File: src/rtl/phase_sequence_timer.sv
// Multi-phase down-timer: per-phase durations counted on a prescaled tick,
// with phase/sequence done pulses and optional auto-reload.
module phase_sequence_timer #(
    parameter int NUM_PHASES  = 4,
    parameter int CNT_W       = 8,
    parameter int TICK_DIV    = 10,
    parameter int DEFAULT_DUR = 5,
    parameter int AUTO_RELOAD = 0,
    localparam int PW    = (NUM_PHASES > 1) ? $clog2(NUM_PHASES) : 1,
    localparam int PRE_W = (TICK_DIV > 1) ? $clog2(TICK_DIV) : 1
) (
    input  logic             clk,
    input  logic             rst_n,
    input  logic             start,
    input  logic             abort,
    input  logic             load_en,
    input  logic [PW-1:0]    load_phase,
    input  logic [CNT_W-1:0] load_value,
    output logic             busy,
    output logic [PW-1:0]    phase_idx,
    output logic [CNT_W-1:0] remaining,
    output logic             phase_done,
    output logic             timer_done
);

    typedef enum logic {IDLE, RUN} state_t;

    state_t           state;
    logic [CNT_W-1:0] dur [NUM_PHASES];
    logic [PRE_W-1:0] pre;
    logic             tick;
    logic             last_phase;
    logic [PW-1:0]    next_idx;
    logic [CNT_W-1:0] next_dur;

    // A zero duration still costs one tick so no phase is ever skipped.
    function automatic logic [CNT_W-1:0] at_least_one(input logic [CNT_W-1:0] v);
        return (v == '0) ? CNT_W'(1) : v;
    endfunction

    assign tick       = (pre == PRE_W'(TICK_DIV - 1));
    assign last_phase = (phase_idx == PW'(NUM_PHASES - 1));
    assign next_idx   = last_phase ? '0 : phase_idx + 1'b1;

    // Select the duration of the phase being entered (pre-write value).
    always_comb begin
        next_dur = dur[0];
        for (int i = 0; i < NUM_PHASES; i++) begin
            if (next_idx == PW'(i)) next_dur = dur[i];
        end
    end

    // Duration register file; out-of-range indices match no entry.
    always_ff @(posedge clk or negedge rst_n) begin
        if (!rst_n) begin
            for (int i = 0; i < NUM_PHASES; i++) dur[i] <= CNT_W'(DEFAULT_DUR);
        end else if (load_en) begin
            for (int i = 0; i < NUM_PHASES; i++) begin
                if (load_phase == PW'(i)) dur[i] <= load_value;
            end
        end
    end

    // Sequencer FSM with prescaler and registered outputs; abort has priority.
    always_ff @(posedge clk or negedge rst_n) begin
        if (!rst_n) begin
            state      <= IDLE;
            busy       <= 1'b0;
            phase_idx  <= '0;
            remaining  <= '0;
            phase_done <= 1'b0;
            timer_done <= 1'b0;
            pre        <= '0;
        end else begin
            phase_done <= 1'b0;
            timer_done <= 1'b0;
            if (abort) begin
                state     <= IDLE;
                busy      <= 1'b0;
                phase_idx <= '0;
                remaining <= '0;
                pre       <= '0;
            end else begin
                unique case (state)
                    IDLE: begin
                        if (start) begin
                            state     <= RUN;
                            busy      <= 1'b1;
                            phase_idx <= '0;
                            remaining <= at_least_one(dur[0]);
                            pre       <= '0;
                        end
                    end
                    RUN: begin
                        pre <= tick ? '0 : pre + 1'b1;
                        if (tick) begin
                            if (remaining > CNT_W'(1)) begin
                                remaining <= remaining - 1'b1;
                            end else begin
                                phase_done <= 1'b1;
                                if (!last_phase) begin
                                    phase_idx <= next_idx;
                                    remaining <= at_least_one(next_dur);
                                end else begin
                                    timer_done <= 1'b1;
                                    if (AUTO_RELOAD != 0) begin
                                        phase_idx <= '0;
                                        remaining <= at_least_one(next_dur);
                                    end else begin
                                        state     <= IDLE;
                                        busy      <= 1'b0;
                                        phase_idx <= '0;
                                        remaining <= '0;
                                        pre       <= '0;
                                    end
                                end
                            end
                        end
                    end
                    default: state <= IDLE;
                endcase
            end
        end
    end

endmodule

File: config.mk
export PLATFORM = sky130hd
export DESIGN_NAME = phase_sequence_timer
export DESIGN_NICKNAME = d
export VERILOG_FILES = /design/src/rtl/phase_sequence_timer.sv
export SDC_FILE = /design/constraint.sdc
export NUM_CORES = 1
export LEC_CHECK = 0
export BUFFER_PORTS_ARGS = -buffer_cell sky130_fd_sc_hd__buf_2
export CAP_MARGIN = 20
export CORE_MARGIN = 4
export CORE_UTILIZATION = 40
export CTS_CLUSTER_SIZE = 16
export DETAILED_ROUTE_END_ITERATION = 8
export HOLD_SLACK_MARGIN = 0.06
export PLACE_DENSITY = 0.68
export SLEW_MARGIN = 20
export SYNTH_ARGS = -nofsm -noshare
export SYNTH_HDL_FRONTEND = slang
export SYNTH_SLANG_ARGS = --single-unit
File: constraint.sdc
create_clock -name clk -period 3.8 [get_ports clk]
set_clock_uncertainty 0.15 [all_clocks]
set_input_delay 0.19 -clock clk [delete_from_list [all_inputs] [get_ports clk]]
set_output_delay 0.19 -clock clk [all_outputs]
set_load 0.01 [all_outputs]
==> impl_metrics.json <==
{
  "met3_length_um": 290,
  "netlist_area_sq_um": 2640,
  "crit_end": "remaining[0]$_DFFE_PN0P_",
  "postCtsSetupBuffers": 0,
  "worst_pin_slew_ns": 0.765,
  "antenna_cells": 0,
  "antenna_found_initial": 0,
  "final-setup-viol-count": 0,
  "fin_setup_tns_ns": 0,
  "cts.sinks": 50,
  "worst_setup_path_end_kind": "flop",
  "syn_inst": 246,
  "fin_cells": 360,
  "synth_top_family_by_area": "multiplexers",
  "rr_endpoint": "remaining[0]$_DFFE_PN0P_",
  "grt_overflow": 0,
  "synth_compound_area_frac": 0.135,
  "ys_seq_elements": 50,
  "fin_crit_sh": 0.643,
  "r2r_cells": 8,
  "cts_resized": 0,
  "grt_pass1_wl_mm": 9.76,
  "rsz0062_at_grt": "no",
  "r2r-start": "phase_idx[0]$_DFFE_PN0P_",
  "yosys.area.top_type": "dfrtp_1",
  "cts-htree-levels": 2,
  "cp_data_arrival_time_ns": 2.53,
  "ys.warnings.count": 0,
  "cp_cell_sequence": "inv_1 -> ha_1 -> mux2_2 -> o211ai_1 -> o211ai_1 -> and4b_1 -> o21bai_1 -> a31oi_1",
  "wl_met1_mm": 2.84,
  "crit_start": "phase_idx[0]$_DFFE_PN0P_",
  "syn-num-nets": 269,
  "yosysUniqueCellTypes": 43,
  "dp_cells": 342,
  "crit_path_start_kind": "flop",
  "coreArea_sq_um": 6390,
  "initial_core_util": 0.413,
  "fp.dieArea_sq_um": 7950,
  "grt_start_max_net_pins": 51,
  "synthTopCellsByCount": "dfrtp_1, mux2_2, nand2_1",
  "p_comb_frac": 0.251,
  "cts_made_buffers": 5,
  "rows": 29,
  "p_leak_nw": 1.32,
  "pre_cts_ws_ns": 1.39,
  "clock_latency_ns": 0.31,
  "slowest_delay_ns": 0.45,
  "vias": 1993,
  "path_clk_slew_ns": 0.09,
  "root_buffer": "clkbuf_8",
  "highest_layer": "met4",
  "dr_wl_met2_mm": 2.56,
  "seq_area_sq_um": 1260,
  "rrSetupSlack_ns": 1.36,
  "power_w": 0.00140,
  "drive_gt1_frac": 0.300,
  "async_reset_ff_frac": 1.00,
  "relSlewSlack": 0.487,
  "cp_max_fo": 8,
  "hp-class": "in -> reg",
  "intPower_w": 0.000955,
  "drv_slew": 0,
  "ios": 28,
  "fin_ws_ns": 1.36,
  "power_density_nw_per_um2": 463,
  "grt.total_usage": 0.158,
  "die_h_um": 89.2,
  "power.switching_w": 0.000450,
  "drtPass1Iterations": 4,
  "die_w_um": 89.2,
  "routed_via_density": 5.54,
  "drt_wl_total_mm": 5.77,
  "synth_edf_count": 0,
  "status": "complete, no violations",
  "max_cap_viol_count": 0,
  "synth_fa_ha_area_frac": 0.0380,
  "cp_slowest_cell": "dfrtp_1",
  "drc": 0,
  "ir_drop_v": 0.000249,
  "hold_path_depth": 3,
  "wl_per_cell_um": 16.0,
  "cts_tree": "yes",
  "synth-main-ff-cell": "dfrtp_1",
  "clockPowerShare": 0.239,
  "syn_to_final_growth_pct": 15.1,
  "yosysMostFrequentCell": "dfrtp_1",
  "period_minus_slack_ns": 2.44,
  "num-fill-cells": 601,
  "worstPathRequired_ns": 3.88,
  "antenna_left": 0,
  "hpwl_mm": 4.20,
  "critPathMostFrequentCell": "o211ai_1",
  "synth-simple-area-share": 0.135,
  "min_from": "start",
  "worst-setup-path-type": "reg -> reg",
  "syn_avg_cell_area_sq_um": 10.7,
  "swShare": 0.320,
  "gp_congestion": 0.821,
  "final-hold-violation-count": 0,
  "post-synth-top-area-fraction": 0.399,
  "ys_seq_area_frac": 0.479,
  "drtIter0Drc": 78,
  "clockBufferDepth": 2,
  "io_buffers": 27,
  "multi_input_area_sq_um": 1300,
  "synthTopCellsByArea": "dfrtp_1, mux2_2, dfstp_2",
  "fmax_mhz": 409,
  "synth.area.mux_share": 0.184,
  "yosys.area_share.xor_xnor": 0,
  "grt_pass1_vias": 1915,
  "layout.nets": 305,
  "pwr-share-seq": 0.511
}
-- cells by family (layout without fill, tap and decap cells) --
kind of cell / after synthesis / in the layout
simple gates: 71 / 71
compound gates: 55 / 55
flops: 50 / 50
mux: 44 / 44
buf+inv: 18 / 55
fa+ha+maj: 8 / 8
-- critical path: cells and delay by family (launching register included) --
| family | cells | cell delay, ns |
|---|---|---|
| simple gates | 1 | 0.26 |
| mux | 1 | 0.39 |
| fa+ha+maj | 1 | 0.43 |
| compound gates | 4 | 0.58 |
| flops | 1 | 0.45 |
| buf+inv | 1 | 0.11 |
-- final cells by class --
| class | instances | share of cell area |
|---|---|---|
| Multi-Input combinational cell | 178 | 0.429 |
| Sequential cell | 50 | 0.416 |
| Clock buffer | 6 | 0.0272 |
| Clock inverter | 2 | 0.00536 |
| Tap cell | 77 | 0.0318 |
| Timing Repair Buffer | 37 | 0.0784 |
| Inverter | 10 | 0.0124 |
-- per-layer routing --
metal | track usage | up-vias
li1 | - | 969
met1 | 0.230 | 964
met2 | 0.237 | 52
met3 | 0.0295 | 8
met4 | 0.0528 | 0
met5 | 0 | -
-- worst min path at each step --
stage                               end  slack [ns]
5_1_grt                 state$_DFF_PN0_        0.11
3_3_place_gp   remaining[3]$_DFFE_PN0P_        0.32
6_report                state$_DFF_PN0_        0.08
4_1_cts                 state$_DFF_PN0_        0.07
2_1_floorplan          busy$_DFFE_PN0P_       -0.26
3_5_place_dp   remaining[3]$_DFFE_PN0P_         0.1
-- cells in the final DEF, fill, tap and decap left out, types with 2 or more instances in the layout --
master,netlist,final
inv_1,10,10
nor2_1,17,17
dfstp_2,8,8
a221oi_1,2,2
clkbuf_8,0,6
ha_1,8,8
buf_2,2,26
o221a_1,2,2
nor3b_1,2,2
nand2_1,22,22
o21ai_1,6,6
nand3b_1,2,2
dlygate4sd3_1,0,10
o21ai_0,13,13
a21oi_1,11,11
nand3_1,7,7
o211ai_1,4,4
a211oi_1,3,2
nor3_1,6,6
dfrtp_1,42,42
mux2_2,36,36
a31oi_1,4,4
o31ai_1,2,2
nor4_1,2,2
nand2b_1,4,4
mux2i_1,8,8
-- registers in the layout (all words and copies together), names as in the netlist --
register / flops
dur: 32
pre: 4
busy: 1
remaining: 8
state: 1
phase_done: 1
timer_done: 1
phase_idx: 2
-- power by group through the flow --
stage | Combinational, W | Sequential, W | Clock [W]
detailed placement | 0.000344 | 0.000729 | 0
global route | 0.000395 | 0.000731 | 0.000371
floorplan | 0.000246 | 0.000706 | 0
global placement | 0.000337 | 0.000725 | 0
CTS | 0.000354 | 0.000718 | 0.000345
finish | 0.000352 | 0.000717 | 0.000335
-- what timing repair did --
action	4_1_cts	5_1_grt
hold endpoints to repair	79	0
hold buffers	10	0
setup endpoints to repair	0	0
-- per-stage QoR --
stage / hold WS [ns] / util / instance area (sq um)
2_1_floorplan: -0.256 / - / 2640
3_3_place_gp: 0.316 / 0.443 / 2830
3_5_place_dp: 0.0991 / 0.443 / 2830
4_1_cts: 0.0730 / 0.474 / 3030
5_1_grt: 0.107 / 0.475 / 3030
6_report: 0.0819 / 0.475 / 3030
No activity file was read; power rests on OpenSTA's default activity.
